===== config.mk =====
export PLATFORM = sky130hd
export DESIGN_NAME = keypad_scan
export DESIGN_NICKNAME = d
export VERILOG_FILES = /design/src/rtl/keypad_scan.sv
export SDC_FILE = /design/constraint.sdc
export NUM_CORES = 1
export LEC_CHECK = 0
export ABC_AREA = 1
export CORE_MARGIN = 8
export CORE_UTILIZATION = 45
export DETAILED_ROUTE_END_ITERATION = 8
export GPL_TIMING_DRIVEN = 0
export HOLD_SLACK_MARGIN = 0.05
export REMOVE_ABC_BUFFERS = 1
export SLEW_MARGIN = 10
export SYNTH_ARGS = -nofsm -noshare
export SYNTH_HDL_FRONTEND = slang
export SYNTH_SLANG_ARGS = --single-unit

===== constraint.sdc =====
create_clock -name clk -period 8.95 [get_ports clk]
set_clock_uncertainty 0.15 [all_clocks]
set_input_delay 1.79 -clock clk [delete_from_list [all_inputs] [get_ports clk]]
set_output_delay 1.79 -clock clk [all_outputs]
set_load 0.02 [all_outputs]

===== src/rtl/keypad_scan.sv =====
// keypad_scan: 4x3 matrix keypad scanner with multi-key rejection and debounce,
// producing a one-hot digit bus plus star/hash levels and a new-key pulse.
module keypad_scan #(
    parameter int SCAN_DIV = 4,
    parameter int DEBOUNCE = 3
) (
    input  logic       clk,
    input  logic       rst,
    input  logic [3:0] key_row,
    output logic [2:0] key_col,
    output logic [9:0] keypad,
    output logic       key_star,
    output logic       key_hash,
    output logic       key_valid
);
    localparam int DW = (SCAN_DIV > 1) ? $clog2(SCAN_DIV) : 1;
    localparam logic [3:0] NONE = 4'hF;

    logic [3:0]    row_s1, row_s2, rows;
    logic [DW-1:0] div;
    logic [1:0]    col, hits, hits_nx, top_row;
    logic [2:0]    row_cnt, hit_sum;
    logic [3:0]    rec, rec_nx, cand, cand_nx, stable, cnt, cnt_nx, scan_code;
    logic          sample, accept;

    function automatic logic [3:0] key_code(input logic [1:0] c, input logic [1:0] r);
        return (r == 2'd3) ? ((c == 2'd0) ? 4'd10 : (c == 2'd1) ? 4'd0 : 4'd11)
                           : 4'({2'b0, r} * 4'd3 + {2'b0, c} + 4'd1);
    endfunction

    assign key_col = ~(3'b001 << col);

    always_comb begin
        rows      = ~row_s2;
        sample    = div == DW'(SCAN_DIV - 1);
        row_cnt   = {2'b0, rows[0]} + {2'b0, rows[1]} + {2'b0, rows[2]} + {2'b0, rows[3]};
        hit_sum   = {1'b0, hits} + row_cnt;
        hits_nx   = (hit_sum >= 3'd2) ? 2'd2 : hit_sum[1:0];
        top_row   = rows[3] ? 2'd3 : rows[2] ? 2'd2 : rows[1] ? 2'd1 : 2'd0;
        rec_nx    = (|rows) ? key_code(col, top_row) : rec;
        // More than one hit anywhere in the scan reads as no key.
        scan_code = (hits_nx == 2'd1) ? rec_nx : NONE;
        cand_nx   = scan_code;
        cnt_nx    = (scan_code != cand) ? 4'd1 : (cnt == 4'(DEBOUNCE)) ? cnt : cnt + 4'd1;
        accept    = (cnt_nx == 4'(DEBOUNCE)) && (cand_nx != stable);
    end

    always_ff @(posedge clk or posedge rst) begin
        if (rst) begin
            row_s1    <= 4'hF;
            row_s2    <= 4'hF;
            div       <= '0;
            col       <= 2'd0;
            hits      <= 2'd0;
            rec       <= NONE;
            cand      <= NONE;
            cnt       <= 4'd0;
            stable    <= NONE;
            keypad    <= 10'd0;
            key_star  <= 1'b0;
            key_hash  <= 1'b0;
            key_valid <= 1'b0;
        end else begin
            row_s1    <= key_row;
            row_s2    <= row_s1;
            key_valid <= 1'b0;
            div       <= sample ? '0 : div + DW'(1);
            if (sample) begin
                col <= (col == 2'd2) ? 2'd0 : col + 2'd1;
                if (col == 2'd2) begin
                    hits <= 2'd0;
                    rec  <= NONE;
                    cand <= cand_nx;
                    cnt  <= cnt_nx;
                    if (accept) begin
                        stable    <= cand_nx;
                        keypad    <= (cand_nx < 4'd10) ? (10'b1 << cand_nx) : 10'd0;
                        key_star  <= cand_nx == 4'd10;
                        key_hash  <= cand_nx == 4'd11;
                        key_valid <= cand_nx != NONE;
                    end
                end else begin
                    hits <= hits_nx;
                    rec  <= rec_nx;
                end
            end
        end
    end
endmodule

# Yosys cells after proc, flatten, opt, wreduce, memory -nomap -nowiden
# Index checks and enable logic that the tools add are counted.
dict set report word_totals {
  output_inout_bits 16
  ff_bits 43
  word_cells 65
}
dict set report classes {
  magnitude_cmp 2
  mul 1
  n_bitwise 2
  n_reduce_logical 5
  mux 19
  n_addsub 9
  shifts 2
  eq_ne 12
}
# operator count
set ops {}
lappend ops {{$mux 4} 8}
lappend ops {{$mux 2} 6}
lappend ops {{$mux 10} 1}
lappend ops {{$shl 1x4->10 const A} 1}
lappend ops {{$add 4x1->4 const B} 2}
lappend ops {{$eq 4x2->1 const B} 2}
lappend ops {{$eq 4x4->1 const B} 2}
lappend ops {{$ne 4x4->1} 2}
lappend ops {{$eq 2x2->1 const B} 3}
lappend ops {{$add 2x1->2 const B} 2}
lappend ops {{$add 4x2->4} 1}
lappend ops {{$eq 2x1->1 const B} 2}
lappend ops {{$lt 4x4->1 const B} 1}
lappend ops {{$mul 2x2->4 const B} 1}
lappend ops {{$mux 1} 4}
lappend ops {{$ne 4x4->1 const B} 1}
lappend ops {{$not 4->4} 1}
lappend ops {{$reduce_or 4->1} 1}
lappend ops {{$add 2x1->3} 1}
lappend ops {{$add 2x3->3} 1}
lappend ops {{$add 3x1->3} 1}
lappend ops {{$ge 3x2->1 const B} 1}
lappend ops {{$not 3->3} 1}
lappend ops {{$reduce_and 3->1} 1}
lappend ops {{other kinds (5)} 5}

# Longest topological paths before layout
# Gate-level depths: netlist of the first run.
dict set report logic_depth {
  word_depth 17
  depth_mapped 21
  ltp_nobuf 20
}

# Worst setup path after synthesis of the first run
# No wires, ideal clock.
dict set report synth_path {
  path_type {register to register}
  start {register row_s2[0]}
  end {register keypad[0]}
  required_time_ps 8683
  setup_ps 117
  path_stages_with_launch 21
  arrival_time_ps 3271
  period_less_slack_ps 3538
  path_slack_ps 5412
  path_cell_list {dfstp_2 > inv_1 > fa_1 > inv_1 > fa_1 > inv_1 > fa_1 > inv_1 > nand2_1 > nor2_2 > buf_4 > nand3_4 > nand2_1 > nand3_1 > nor2_2 > nand3_2 > nor2_4 > nand3_4 > buf_6 > nand2_1 > nand2_1}
}
dict set report synth_between {
  elab_chain_cells 14
}
# item line_no
set synth_lines {}
lappend synth_lines {{from (decl)} 19} ;# logic [3:0] row_s1, row_s2, rows;
lappend synth_lines {{from (signal assigned)} 65} ;# row_s2 <= row_s1;
lappend synth_lines {{$not 4->4 *} 34} ;# rows = ~row_s2;
lappend synth_lines {{$add 1x1->2} 36} ;# row_cnt = {2'b0, rows[0]} + {2'b0, rows[1]} + {2'b0, rows[2]} + {2'b0, rows[3]};
lappend synth_lines {{$add 2x1->3} 36}
lappend synth_lines {{$add 3x1->3} 36}
lappend synth_lines {{$add 2x3->3} 37} ;# hit_sum = {1'b0, hits} + row_cnt;
lappend synth_lines {{$ge 3x2->1} 38} ;# hits_nx = (hit_sum >= 3'd2) ? 2'd2 : hit_sum[1:0];
lappend synth_lines {{$mux 2} 38}
lappend synth_lines {{$eq 2x1->1} 42} ;# scan_code = (hits_nx == 2'd1) ? rec_nx : NONE;
lappend synth_lines {{$mux 4 *} 42}
lappend synth_lines {{$ne 4x4->1} 44} ;# cnt_nx = (scan_code != cand) ? 4'd1 : (cnt == 4'(DEBOUNCE)) ? cnt : cnt + 4'd1;
lappend synth_lines {{$mux 4} 44}
lappend synth_lines {{$eq 4x2->1} 45} ;# accept = (cnt_nx == 4'(DEBOUNCE)) && (cand_nx != stable);
lappend synth_lines {{$logic_and 1x1->1} 45}
lappend synth_lines {{$reduce_and 3->1 (no source line)} n/a}
lappend synth_lines {{to (signal assigned)} 77} ;# keypad <= (cand_nx < 4'd10) ? (10'b1 << cand_nx) : 10'd0;
lappend synth_lines {{to (decl)} 11} ;# output logic [9:0] keypad,
# Every way passes the cells marked *; elsewhere a longest branch is shown, timed or not.
# A chain may end at the register's enable or synchronous reset.

# Worst setup path after layout of the first run
dict set report layout_path {
  start {register row_s2[0]}
  end {register keypad[3]}
}
# Same word-level chain as after synthesis.

==> results of run 1 <==
[power groups by stage]
stage | Clock, W | Combinational [W] | Sequential (W)
2_1_floorplan | 0 | 0.000118 | 0.000246
3_3_place_gp | 0 | 0.000150 | 0.000244
3_5_place_dp | 0 | 0.000155 | 0.000245
4_1_cts | 0.000150 | 0.000155 | 0.000241
5_1_grt | 0.000158 | 0.000179 | 0.000244
6_report | 0.000144 | 0.000154 | 0.000241
[metal layers]
layer	share of wire	vias to the layer above	track usage
met5	0	-	0
met2	0.45	23	0.196
li1	-	980	-
met1	0.49	835	0.158
met3	0.040	7	0.0283
met4	0.018	0	0.0508
[critical path, delay by kind of cell (launching register included)]
family                   cells  cell delay (ps)
adder cells (fa/ha/maj)      3             1280
flip-flops                   1              540
AND/OR/NAND/NOR             10             1890
buffers and inverters        5              320
[kinds of logic (layout without fill, tap and decap cells)]
kind of cell / after synthesis / after routing
flip-flops: 43 / 43
AO/OA/AOI/OAI: 18 / 18
XOR/XNOR: 2 / 2
AND/OR/NAND/NOR: 168 / 168
buffers and inverters: 54 / 77
adder cells (fa/ha/maj): 12 / 12
[synthesized netlist by cell type]
master / count / area, um2
nand4_1: 15 / 93.8
nor4_1: 2 / 12.5
nor2_1: 14 / 52.6
nor2_4: 2 / 22.5
ha_1: 7 / 87.6
inv_1: 43 / 161
o21ai_2: 1 / 8.76
a21oi_1: 3 / 15.0
nand3_4: 3 / 52.6
nand3_1: 16 / 80.1
buf_6: 1 / 11.3
nor3_1: 4 / 20.0
nand2_2: 7 / 43.8
nand3_2: 2 / 20.0
a22oi_1: 2 / 15.0
dfrtp_1: 23 / 576
nor2_8: 1 / 20.0
clkbuf_1: 2 / 7.51
a22o_1: 1 / 8.76
dfstp_2: 20 / 526
nand2_4: 1 / 11.3
buf_4: 2 / 15.0
or2_2: 1 / 6.26
inv_2: 4 / 15.0
buf_2: 2 / 10.0
nand2_1: 96 / 360
xor2_1: 2 / 17.5
nor2_2: 4 / 25.0
o21ai_0: 11 / 55.1
fa_1: 5 / 100
[worst paths after layout]
check | from | end | slack (ps) | depth (start not counted)
worst max-delay path | row_s2[0] | keypad[3] | 4660 | 18
worst min-delay path | row_s1[2] | row_s2[2] | 210 | 0
worst max register to register | row_s2[0] | keypad[3] | 4660 | 18
worst min register to register | row_s1[2] | row_s2[2] | 210 | 0
max in group asynchronous | rst | stable[3] | 6520 | 3
min in group asynchronous | rst | key_valid | 1600 | 2
[metrics by stage]
stage	cell area, um2	std cells
floorplan	2410	290
global placement	2710	383
detailed placement	2730	384
CTS	2840	392
global route	2840	392
finish	2840	392
[final cells by class]
type	count	area, um2
clock inverter	2	15.0
sequential	43	1100
clock buffer	6	93.8
tap	72	90.1
timing repair buffer	22	230
inverter	47	176
fill	509	2540
multi-input combinational	200	1130
[flip-flops by register name (all words and copies together), names as in the netlist]
signal and flops:
row_s1 4, cand 4, key_valid 1, col 2, stable 4, hits 2
key_hash 1, key_star 1, div 2, rec 4, row_s2 4, keypad 10
cnt 4
==> metrics.md, run 1 <==
| Metric | Value |
|---|---|
| Setup Buffers After CTS | 0 |
| Total power | 0.000539 W |
| Area growth, synth to finish | 15.7% |
| WS Path Type | reg2reg |
| Clk root buf | clkbuf_8 |
| Post-Synth Adder-Cell Area | 0.0766 |
| Vias in the first global route | 1,903 |
| CTS Buffer Depth | 2 |
| Port bufs | 21 |
| Syn Inst Count | 297 |
| Post-Synth XOR/XNOR Area | 0.00715 |
| DRT Wirelength | 4.50 mm |
| CP arrival | 4330 ps |
| Layout cells sized above 1 | 0.175 |
| Worst VDD drop | 0.0000837 V |
| Most frequent cells in the layout | 96 x nand2_1, 42 x inv_1, 23 x dfrtp_1 |
| CORE AREA | 5370 um2 |
| Dpl hpwl | 3.50 mm |
| Count of final setup violators | 0 |
| Slew HR | 0.515 |
| Fin util | 0.528 |
| PostCTS Resize Cnt | 0 |
| Die height | 89.8 um |
| CTS tree | done |
| Initial antenna violation count | 0 |
| Area of the mapped netlist | 2450 um2 |
| Synth Register Bits | 43 |
| Outcome | finished, final reports clean |
| CP Capture Type | register |
| Slowest cell on crit path | dfstp_2 |
| H-tree levels | 2 |
| Critical Path RT | 8990 ps |
| Hold Path Class | reg2reg |
| Total I/O pin count | 22 |
| Crit path launch type | register |
| Global-route wire length before repair | 8.41 mm |
| Num CTS Buffers | 5 |
| Main combinational cell family by area after synthesis | simple AND/OR/NAND/NOR gates |
| Routed Antenna Nets | 0 |
| Sw Ratio | 0.348 |
| Final hold viol count | 0 |
| Vias | 1,845 |
| Fin worst setup slack | 4660 ps |
| Fin Setup TNS | 0 ps |
| RSZ-0062 raised after global routing | false |
| Post-synthesis mux area share | 0 |
| Clock network fraction of total power | 0.267 |
| DR pass1 iterations | 4 |
| Final #Nets | 337 |
| Slowest cell delay on critical path | 540 ps |
| DR iter-0 viols | 90 |
| Pwr dens | 190 nW/um2 |
| Max-Cap Viols | 0 |
| Post-synthesis compound-gate area fraction | 0.0419 |
| Routability cong. | 0.790 |
| Critical path fanouts, max | 16 |
| Lkg Pwr | 1.43 nW |
| Post-place setup slack | 4640 ps |
| Synthesized area per cell | 8.25 um2 |
| Actual slew at the worst max-slew pin | 725 ps |
| Cts-stage hold buffer count | 0 |
| Largest net degree at the start of global routing | 31 |
| DRC viols | 0 |
| Int Pwr | 0.000352 W |
| Min Tclk post-route | 4290 ps |
| Peak Freq | 233 MHz |
| Netlist cell types | 30 |
| Commonest non-fill, non-tap cell in the layout | nand2_1 |
| Via/cell ratio | 4.71 |
| GRT Residual Overflow | 0 |
| Sequential area share after synthesis | 0.449 |
| Clock Latency Late Sink | 300 ps |
| # rows | 27 |
| CTS clk-pin slew, worst paths | 90 ps |
| Slew Viols, Final | 0 |
| Simple-gate share of the synthesized area | 0.335 |
| Sequential power share | 0.448 |
| Fin crit share | 0.479 |
| Hold Slack | 209 ps |
| Initial Util | 0.456 |
| GRT Total Usage | 0.124 |
| Synthesis Warnings | 0 |
| Ant. Diodes | 0 |
| Total die area | 8060 um2 |
| Net Sw Power | 0.000187 W |
| Die width | 89.8 um |
| Comb power frac | 0.285 |
| Clock sink total | 43 |
| CP cell instances | inv_1, fa_1, inv_1, fa_1, inv_1, fa_1, inv_1, nand2_1, nor2_2, nand2_2, nand2_1, nand2_1, inv_1, nand3_2, nor2_4, nand3_4, nand2_1, nand2_1 |
| Routed len/inst | 11.5 um |
Note: power is estimated with default switching activity, not from simulation.
==> inputs of run 2 (changes only) <==
--- a/config.mk
+++ b/config.mk
@@ -11,6 +11,7 @@
 export DETAILED_ROUTE_END_ITERATION = 8
 export GPL_TIMING_DRIVEN = 0
 export HOLD_SLACK_MARGIN = 0.05
+export PLACE_DENSITY = 0.67
 export REMOVE_ABC_BUFFERS = 1
 export SLEW_MARGIN = 10
 export SYNTH_ARGS = -nofsm -noshare
==> constraint.sdc (replaced) <==
create_clock -name clk -period 3.5 [get_ports clk]
set_clock_uncertainty 0.15 [all_clocks]
set_input_delay 0.7 -clock clk [delete_from_list [all_inputs] [get_ports clk]]
set_output_delay 0.7 -clock clk [all_outputs]
set_load 0.02 [all_outputs]
==> metrics.md, run 2 (synthesis gave the netlist of run 1 again) <==
| Metric | Value |
|---|---|
| Routed len/inst | 11.9 um (+3.4%) |
| Initial Util | 0.456 (unchanged) |
| Final hold viol count | 0 (unchanged) |
| Num CTS Buffers | 5 (unchanged) |
| WS Path Type | reg2reg |
| CTS Buffer Depth | 2 (unchanged) |
| CTS clk-pin slew, worst paths | 80 ps (about the same) |
| Most flops, register | keypad |
| Fin Setup TNS | -2160 ps (-2160 ps) |
| Fin area | 3110 um2 (+9.7%) |
| Slowest cell on crit path | dfstp_2 |
| Largest net degree at the start of global routing | 26 (-16%) |
| Clock Latency Late Sink | 290 ps (about the same) |
| Global-route wire length before repair | 8.66 mm (+2.9%) |
| CP Capture Type | register |
| RSZ-0062 raised after global routing | true |
| Die width | 89.8 um (unchanged) |
| Hold Path Class | reg2reg |
| Clk root buf | clkbuf_8 |
| Peak Freq | 275 MHz (+18%) |
| CP cell instances | inv_2, fa_1, inv_2, fa_2, inv_2, fa_1, inv_1, nand2_2, nor2_4, buf_12, buf_6, buf_4, nand2_4, nand2_2, nand2_2, nand3_2, nor2_4, nand4_1, nor2_4, nand2_1, nand2_1 |
| H-tree levels | 2 (unchanged) |
| GRT Residual Overflow | 0 (unchanged) |
| Min Tclk post-route | 3640 ps (-652 ps) |
| Slew Viols, Final | 0 (unchanged) |
| Layout cells sized above 1 | 0.276 (+0.101) |
| Fin worst setup slack | -139 ps (-4800 ps) |
| DR pass1 iterations | 4 (unchanged) |
| Max-Cap Viols | 0 (unchanged) |
| Die height | 89.8 um (unchanged) |
| Slew HR | 0.491 (-0.0240) |
| GRT Total Usage | 0.126 (+0.00284) |
| Total power | 0.00155 W (+190%) |
| Actual slew at the worst max-slew pin | 761 ps (+35.8 ps) |
| DP Area | 2730 um2 (unchanged) |
| Via/cell ratio | 4.78 (+1.6%) |
| Clock sink total | 43 (unchanged) |
| Commonest non-fill, non-tap cell in the layout | nand2_1 |
| Routed Antenna Nets | 0 (unchanged) |
| Ant. Diodes | 0 (unchanged) |
| Total die area | 8060 um2 (unchanged) |
| Failing checks | negative setup slack |
| Worst VDD drop | 0.000203 V (+140%) |
| # rows | 27 (unchanged) |
| CP arrival | 3730 ps (-600 ps) |
| Vias in the first global route | 1,929 (+1.4%) |
| DRC viols | 0 (unchanged) |
| Lkg Pwr | 1.56 nW (+8.8%) |
| Fin util | 0.579 (+0.0512) |
| Critical Path RT | 3590 ps (-5400 ps) |
| Dpl hpwl | 3.47 mm (-0.85%) |
| Count of final setup violators | 17 (+17) |
| Pwr dens | 498 nW/um2 (+160%) |
| Crit path launch type | register |
| Port bufs | 21 (unchanged) |
| Largest register FFs | 10 (unchanged) |
| Outcome | complete, but fails checks |
| Cts-stage hold buffer count | 0 (unchanged) |
| Initial antenna violation count | 0 (unchanged) |
| DR iter-0 viols | 91 (+1.1%) |
| DRT Wirelength | 4.90 mm (+8.9%) |
| Total I/O pin count | 22 (unchanged) |
| CORE AREA | 5370 um2 (unchanged) |
| Vias | 1,975 (+7.0%) |
| CTS tree | done |
| Routability cong. | 0.817 (+3.5%) |
| Critical path fanouts, max | 7 (-9) |
| Most frequent cells in the layout | 88 x nand2_1, 38 x inv_1, 23 x dfrtp_1 |
| Area growth, synth to finish | 27.0% |
| Fin crit share | 1.04 (+0.560) |
| Slowest cell delay on critical path | 550 ps (about the same) |
| Final #Nets | 358 (+6.2%) |
[run 2: per-stage QoR]
stage,setup WS [ps],std cells,hold slack [ps]
finish,-139,413,209
floorplan,-332,290,195
CTS,-216,406,211
global route,-353,413,214
detailed placement,-808,384,199
global placement,-722,383,196
[run 2: final cells by class]
cell class              instances  area [um2]
multi-input cells             201        1220
clock buffers                   5        68.8
inverters                      47         179
clock inverters                 3        43.8
flip-flops and latches         43        1100
fillers                       469        2260
well taps                      72        90.1
repair buffers                 42         408
[run 2: report_power, final]
part	total [W]	leakage, nW	switching [W]	internal, W
combinational	0.000546	0.975	0.000322	0.000224
sequential	0.000620	0.523	0.0000409	0.000579
clock	0.000381	0.0581	0.000169	0.000212
total	0.00155	1.56	0.000532	0.00102
[run 2: worst max-delay path: cells and delay by family, from the launching register on]
family | cells | cell delay, ps
adders and majority gates | 3 | 1140
buffers and inverters | 7 | 580
and+or+nand+nor | 11 | 1160
DFF | 1 | 550
[run 2: repair_timing]
item	in CTS	in global routing
cloned	1	0
resized for setup	20	10
setup buffers	13	7
pin swaps	13	14
endpoints found under the setup margin	21	21
[run 2: routing by layer]
| layer | vias up | track usage | share of wire |
|---|---|---|---|
| li1 | 1018 | - | - |
| met1 | 919 | 0.148 | 0.44 |
| met2 | 31 | 0.218 | 0.51 |
| met3 | 7 | 0.0299 | 0.037 |
| met4 | 0 | 0.0480 | 0.016 |
| met5 | - | 0 | 0 |
[run 2: final timing paths]
check	from	endpoint	slack, ps	cells past startpoint
min in group asynchronous	rst	cnt[0]	560	2
max in group asynchronous	rst	cand[1]	2110	3
min reg2reg	row_s1[2]	row_s2[2]	210	0
max reg2reg	row_s2[1]	keypad[1]	-140	21
max	row_s2[1]	keypad[1]	-140	21
min	row_s1[2]	row_s2[2]	210	0
==> inputs of run 3 (changes only) <==
--- a/config.mk
+++ b/config.mk
@@ -5,7 +5,6 @@
 export SDC_FILE = /design/constraint.sdc
 export NUM_CORES = 1
 export LEC_CHECK = 0
-export ABC_AREA = 1
 export CORE_MARGIN = 8
 export CORE_UTILIZATION = 45
 export DETAILED_ROUTE_END_ITERATION = 8
==> metrics.md, run 3 <==
| Metric | Value |
|---|---|
| Slowest cell on crit path | dfstp_2 |
| DR iter-0 viols | 110 (+21%) |
| Top cells by instance count after synthesis | 23 x dfrtp_1, 20 x dfstp_2, 16 x inv_1, 14 x nor3_1, 11 x nand2_1 |
| RSZ-0062 raised after global routing | true |
| CP Depth | 13 (-38%) |
| Buf/Inv on CP | 4 (-3) |
| Initial antenna violation count | 0 (unchanged) |
| Routed len/inst | 15.9 um (+34%) |
| Most flops, register | keypad |
| CTS Buffer Depth | 2 (unchanged) |
| Max-Cap Viols | 0 (unchanged) |
| Netlist cell types | 56 (+87%) |
| CTS tree | done |
| Final #Nets | 263 (-27%) |
| Largest register FFs | 10 (unchanged) |
| Ant. Diodes | 0 (unchanged) |
| Actual slew at the worst max-slew pin | 611 ps (-151 ps) |
| Main synth FF type | dfrtp_1 |
| Critical Path RT | 3530 ps (-60 ps) |
| Routability cong. | 0.804 (-1.7%) |
| Crit path launch | row_s2[0] |
| Largest net degree at the start of global routing | 29 (+12%) |
| Top cell type's share of synthesized area | 0.238 (+0.00353) |
| Lkg Pwr | 1.27 nW (-18%) |
| Number of flops mapped to enable cells by yosys | 0 (unchanged) |
| Min Tclk post-route | 4200 ps (+563 ps) |
| Fin util | 0.573 (-0.00581) |
| H-tree levels | 2 (unchanged) |
| Num CTS Buffers | 5 (unchanged) |
| Hold Path Class | reg2reg |
| Fin crit share | 1.20 (+0.161) |
| Slew Viols, Final | 0 (unchanged) |
| Clock sink total | 43 (unchanged) |
| Vias in the first global route | 1,829 (-5.2%) |
| Crit path launch type | register |
| # rows | 26 (-3.7%) |
| GRT Total Usage | 0.143 (+0.0165) |
| Synth area leaders | dfrtp_1 24%, dfstp_2 22%, mux2_4 6.2% |
| Routed Antenna Nets | 0 (unchanged) |
| CTS clk-pin slew, worst paths | 80 ps (about the same) |
| Worst VDD drop | 0.000267 V (+31%) |
| CORE AREA | 5140 um2 (-4.3%) |
| Total I/O pin count | 22 (unchanged) |
| Synthesized area per cell | 11.4 um2 (+38%) |
| Port bufs | 21 (unchanged) |
| DR pass1 iterations | 6 (+2) |
| CP Capture Type | register |
| Outcome | complete, but fails checks |
| DRT Wirelength | 5.02 mm (+2.4%) |
| Via/cell ratio | 5.47 (+14%) |
| Dpl hpwl | 3.36 mm (-3.2%) |
| Clock Latency Late Sink | 300 ps (about the same) |
| Delay-heaviest family, CP | adder cells |
| Count of final setup violators | 21 (+4) |
| Critical path fanouts, max | 7 (unchanged) |
| Commonest non-fill, non-tap cell in the layout | dfrtp_1 |
| GRT Residual Overflow | 0 (unchanged) |
| Initial Util | 0.470 (+0.0135) |
| Most frequent cells in the layout | 23 x dfrtp_1, 21 x clkdlybuf4s50_1, 20 x dfstp_2 |
| Critical R2R Launch | row_s2[0] |
| Failing checks | negative setup slack |
| HP Start | row_s1[0] |
| CP cell instances | inv_2, fa_1, inv_1, fa_2, inv_2, fa_1, or3_4, or3_4, and3_4, o221ai_2, o2111ai_4, buf_16, mux2_4 |
| Pwr dens | 451 nW/um2 (-9.3%) |
| Total die area | 7960 um2 (-1.2%) |
| Sequential area share after synthesis | 0.456 (+0.00676) |
| Slew HR | 0.581 (+0.0906) |
| Area growth, synth to finish | 22.1% |
| Async set or reset register ratio after synthesis | 1.00 (unchanged) |
| Vias | 1,728 (-13%) |
| Global-route wire length before repair | 8.85 mm (+2.1%) |
| Hold Path Stages | 0 (unchanged) |
| Synth Register Bits | 43 (unchanged) |
| Synthesis Warnings | 0 (unchanged) |
| Die height | 89.2 um (-0.61%) |
| Worst-case reg-to-reg path depth | 13 (-38%) |
| CP arrival | 4240 ps (+510 ps) |
| Syn Inst Count | 212 (-29%) |
| Clk root buf | clkbuf_8 |
| Cell taking the most area after synthesis | dfrtp_1 |
| DRC viols | 0 (unchanged) |
| Final hold viol count | 0 (unchanged) |
| Layout cells sized above 1 | 0.317 (+0.0414) |
| Peak Freq | 238 MHz (-13%) |
| WS Path Type | reg2reg |
| Die width | 89.2 um (-0.61%) |
| Fin worst setup slack | -702 ps (-563 ps) |
| Leading cell type by number of instances after synthesis | dfrtp_1 |
| Fillcell total | 468 (-0.21%) |
| Slowest cell delay on critical path | 540 ps (about the same) |
| Hold Slack | 208 ps (-1.25 ps) |
| Area of the mapped netlist | 2410 um2 (-1.5%) |
[run 3: cell count changes after synthesis, sizes merged, moves of 5 or more]
cell,change
nand2,-93
nand4,-13
and3,+5
o21ai,-6
nor2,-14
mux2,+17
nand3,-17
inv,-31
nor3,+10
[run 3: area by class of cell]
cell class / instances / area, um2 / share of cell area
multi-input combinational: 145 / 1260 / 0.426
sequential: 43 / 1100 / 0.374
timing repair buffer: 34 / 353 / 0.120
tap: 70 / 87.6 / 0.0297
clock buffer: 5 / 68.8 / 0.0234
inverter: 16 / 60.1 / 0.0204
clock inverter: 3 / 20.0 / 0.00679
[run 3: kinds of logic after synthesis]
group	Yosys count	share of synthesized area
xor+xnor	4	0.0176
mux	21	0.111
fa+ha+maj	12	0.0778
simple gates	66	0.146
compound gates	42	0.149
flops	43	0.456
buf+inv	24	0.0415
[run 3: worst paths after layout]
path / endpoint / slack [ps]
setup / recovery: key_star / -700
hold reg to reg: row_s2[0] / 210
hold / removal: row_s2[0] / 210
min in group asynchronous: div[1] / 530
max in group asynchronous: stable[2] / 2140
setup reg to reg: key_star / -700
[run 3: stage by stage]
| step | total power, W | setup WS (ps) | TNS, ps | instances | cell area, um2 |
|---|---|---|---|---|---|
| 5_1_grt | 0.00142 | -826 | -15510 | 316 | 2950 |
| 3_5_place_dp | 0.000948 | -1240 | -23000 | 296 | 2690 |
| 6_report | 0.00133 | -702 | -12490 | 316 | 2950 |
| 3_3_place_gp | 0.000939 | -1230 | -22810 | 295 | 2670 |
| 2_1_floorplan | 0.000864 | -919 | -15770 | 204 | 2370 |
| 4_1_cts | 0.00132 | -678 | -12050 | 312 | 2900 |
[run 3: timing repair]
action,in CTS,in global routing
endpoints found under the setup margin,23,23
resized for setup,12,3
hold buffers,0,0
setup buffers,7,4
gates cloned,1,0
pin swaps,8,5
[run 3: layer usage]
layer / wire length (um) / global-route usage / vias up
li1: - / - / 842
met1: 2420 / 0.189 / 859
met2: 2390 / 0.224 / 21
met3: 125 / 0.0267 / 6
met4: 86 / 0.0589 / 0
met5: 0 / 0 / -
[run 3: worst reg2reg max path, cell delays in order (launching register included)]
cell       delay, ps
dfstp_2          540
inv_2             40
fa_1             520
inv_1             50
fa_2             330
inv_2             60
fa_1             420
or3_4            390
or3_4            400
and3_4           180
o221ai_2         260
o2111ai_4        230
buf_16           230
mux2_4           290
[run 3: power breakdown]
part | leakage (nW) | internal, W | switching (W) | total (W)
sequential | 0.523 | 0.000570 | 0.0000430 | 0.000613
combinational | 0.710 | 0.000193 | 0.000208 | 0.000401
clock | 0.0402 | 0.000139 | 0.000177 | 0.000316
total | 1.27 | 0.000902 | 0.000428 | 0.00133
==> patch, RTL diff (config.mk and constraints of run 2) <==
`SCAN_DIV`: 4 -> 8.
--- a/src/rtl/keypad_scan.sv
+++ b/src/rtl/keypad_scan.sv
@@ -1,7 +1,7 @@
 // keypad_scan: 4x3 matrix keypad scanner with multi-key rejection and debounce,
 // producing a one-hot digit bus plus star/hash levels and a new-key pulse.
 module keypad_scan #(
-    parameter int SCAN_DIV = 4,
+    parameter int SCAN_DIV = 8,
     parameter int DEBOUNCE = 3
 ) (
     input  logic       clk,
Formal check against the unedited RTL: not equivalent (a bounded check fails within 10 cycles, from zero or initial values and one cycle with rst high).
==> patch against run 2 <==
The run still ends with negative setup slack left. Synthesized area rose by 2.7%. Routed wire length rose by 5.5%. Power fell by 2.8%. Worst setup slack improved by 0.035 ns. Sequential cell count rose by 1. Sequential share of layout area fell by 0.49 points. Final area rose by 3.7%. Die area rose by 2.2%. Sequential power fell by 8.2%.
==> patch: results (changes against run 2) <==
Post-route ant nets - 0 (unchanged)
Diodes inserted - 0 (unchanged)
Synth warn - 0 (unchanged)
Hold WC Path Type - register to register
Number of port buffers - 21 (unchanged)
Max H-tree Level - 2 (unchanged)
Initial antenna violation count - 0 (unchanged)
GR Util All Layers - 12.88% (+0.24 points)
Pint - 980.6 µW (-3.5%)
Violated checks - negative setup slack
Clock root cell - clkbuf_8
Vias in the first global route - 2,037 (+5.6%)
Slew @ Worst Pin - 0.8576 ns (+0.09638 ns)
Leakage dissipation - 1.585 nW (+1.8%)
Final wirelength - 5.173 mm (+5.5%)
Setup violations, final - 17 (unchanged)
Worst IR Drop VDD - 0.2649 mV (+30%)
Top reg by flops - keypad
Synth cell count leaders - nand2_1 (88), inv_1 (40), dfrtp_1 (24)
Largest net degree at the start of global routing - 36 (+38%)
GP Congestion - 0.8357 (+2.3%)
HPWL after DPL - 3.313 mm (-4.6%)
Detailed Routing Iterations Pass 1 - 4 (unchanged)
First-pass GRT wire length - 8.907 mm (+2.9%)
CTS buffer count - 5 (unchanged)
Status - complete, but fails checks
Vias per cell - 4.880 (+2.0%)
Share of flip-flops with an asynchronous set or reset - 100.0% (unchanged)
Skew-Pair Late Insertion Delay - 0.29 ns (about the same)
Nets - 353 (-1.4%)
Worst-path maximum fanout - 8 (+1)
Longest Clk Path Bufs - 2 (unchanged)
Synth top area cells - dfrtp_1 (24%), dfstp_2 (21%), nand2_1 (13%), inv_1 (6.0%), fa_1 (4.0%)
DR iter-0 viols - 67 (-26%)
Post-synthesis sequential area ratio - 44.75% (-0.19 points)
Final worst slack - -0.1035 ns (+0.03527 ns)
Share of layout cells above drive strength 1 - 30.45% (+2.9 points)
WHS - 0.2085 ns (-0.0004560 ns)
Cell variety after synth - 34 (+13%)
Prevailing post-synth register cell - dfrtp_1
Clock-pin slew on the worst setup and hold paths - 0.08 ns (about the same)
CP Data Arrival Time - 3.64 ns (-0.09 ns)
Max reg flops - 10 (unchanged)
==> patch: cell types whose count changed after synthesis, sizes merged, moves of 2 or more <==
cell    delta
buf        -2
clkinv     +2
inv        -4
nand2      -5
nand3      +4
nand3b     +2
nand4      -9
nor2       +3
==> patch: layout make-up <==
class	count	area, µm²
fillers	442	2213
multi-input cells	202	1355
flip-flops and latches	44	1126
repair buffers	36	359.1
inverters	45	173.9
well taps	72	90.09
clock buffers	6	82.58
clock inverters	2	38.79
==> patch: critical path, stage by stage (launching register included) <==
cell	delay [ns]
dfstp_2	0.54
inv_2	0.04
fa_1	0.54
inv_2	0.04
fa_2	0.35
inv_2	0.06
fa_1	0.41
inv_2	0.08
nand2_4	0.08
nor2_8	0.18
buf_6	0.14
nand3_4	0.10
nand2_2	0.12
nor2_4	0.06
nand3_2	0.08
nand2_2	0.08
nor2_4	0.22
nand2_4	0.12
nand2_1	0.08
nand2_1	0.04
==> patch: per-layer routing <==
metal  GRT usage, %  up-vias  wire length (µm)
li1               -      997                 -
met1          15.30      949              2369
met5              0        -                 0
met3          3.408        6               194
met2          21.92       34              2552
met4          4.366        0                57
==> patch: metrics by stage <==
| step | setup TNS (ns) | utilization [%] | std cells | area, µm² | setup WS, ns |
|---|---|---|---|---|---|
| floorplan | -0.01611 | - | 289 | 2479 | -0.001342 |
| CTS | -1.129 | 57.81 | 403 | 3144 | -0.09355 |
| global placement | -4.920 | 51.09 | 382 | 2779 | -0.3218 |
| finish | -1.455 | 59.31 | 407 | 3226 | -0.1035 |
| global route | -4.299 | 59.31 | 407 | 3226 | -0.2659 |
| detailed placement | -5.836 | 51.46 | 383 | 2799 | -0.3637 |
==> patch: power by group through the flow <==
stage,registers [mW],logic (mW),clock network (mW)
5_1_grt,0.571,0.576,0.443
2_1_floorplan,0.570,0.312,0
3_5_place_dp,0.576,0.371,0
6_report,0.569,0.526,0.409
4_1_cts,0.567,0.484,0.422
3_3_place_gp,0.574,0.360,0
==> patch: kinds of logic after synthesis <==
family,count (synthesis),synth area share (%)
simple gates,163,32.97
buf+inv,50,8.404
flops,44,44.75
compound gates,19,4.127
fa+ha+maj,13,7.957
xor+xnor,4,1.393
mux,1,0.3978
==> patch: what timing repair did <==
action                     CTS  global route
resized for setup           28            15
setup buffers               10             4
setup endpoints to repair   19            20
pin swaps                   19            15
cloned                       2             0
==> patch: final timing paths <==
path,start,end,cells past startpoint
max reg2reg,row_s2[0],key_hash,19
min reg2reg,row_s1[2],row_s2[2],0
min,row_s1[2],row_s2[2],0
min in group asynchronous,rst,keypad[6],2
max,row_s2[0],key_hash,19
max in group asynchronous,rst,row_s2[1],3
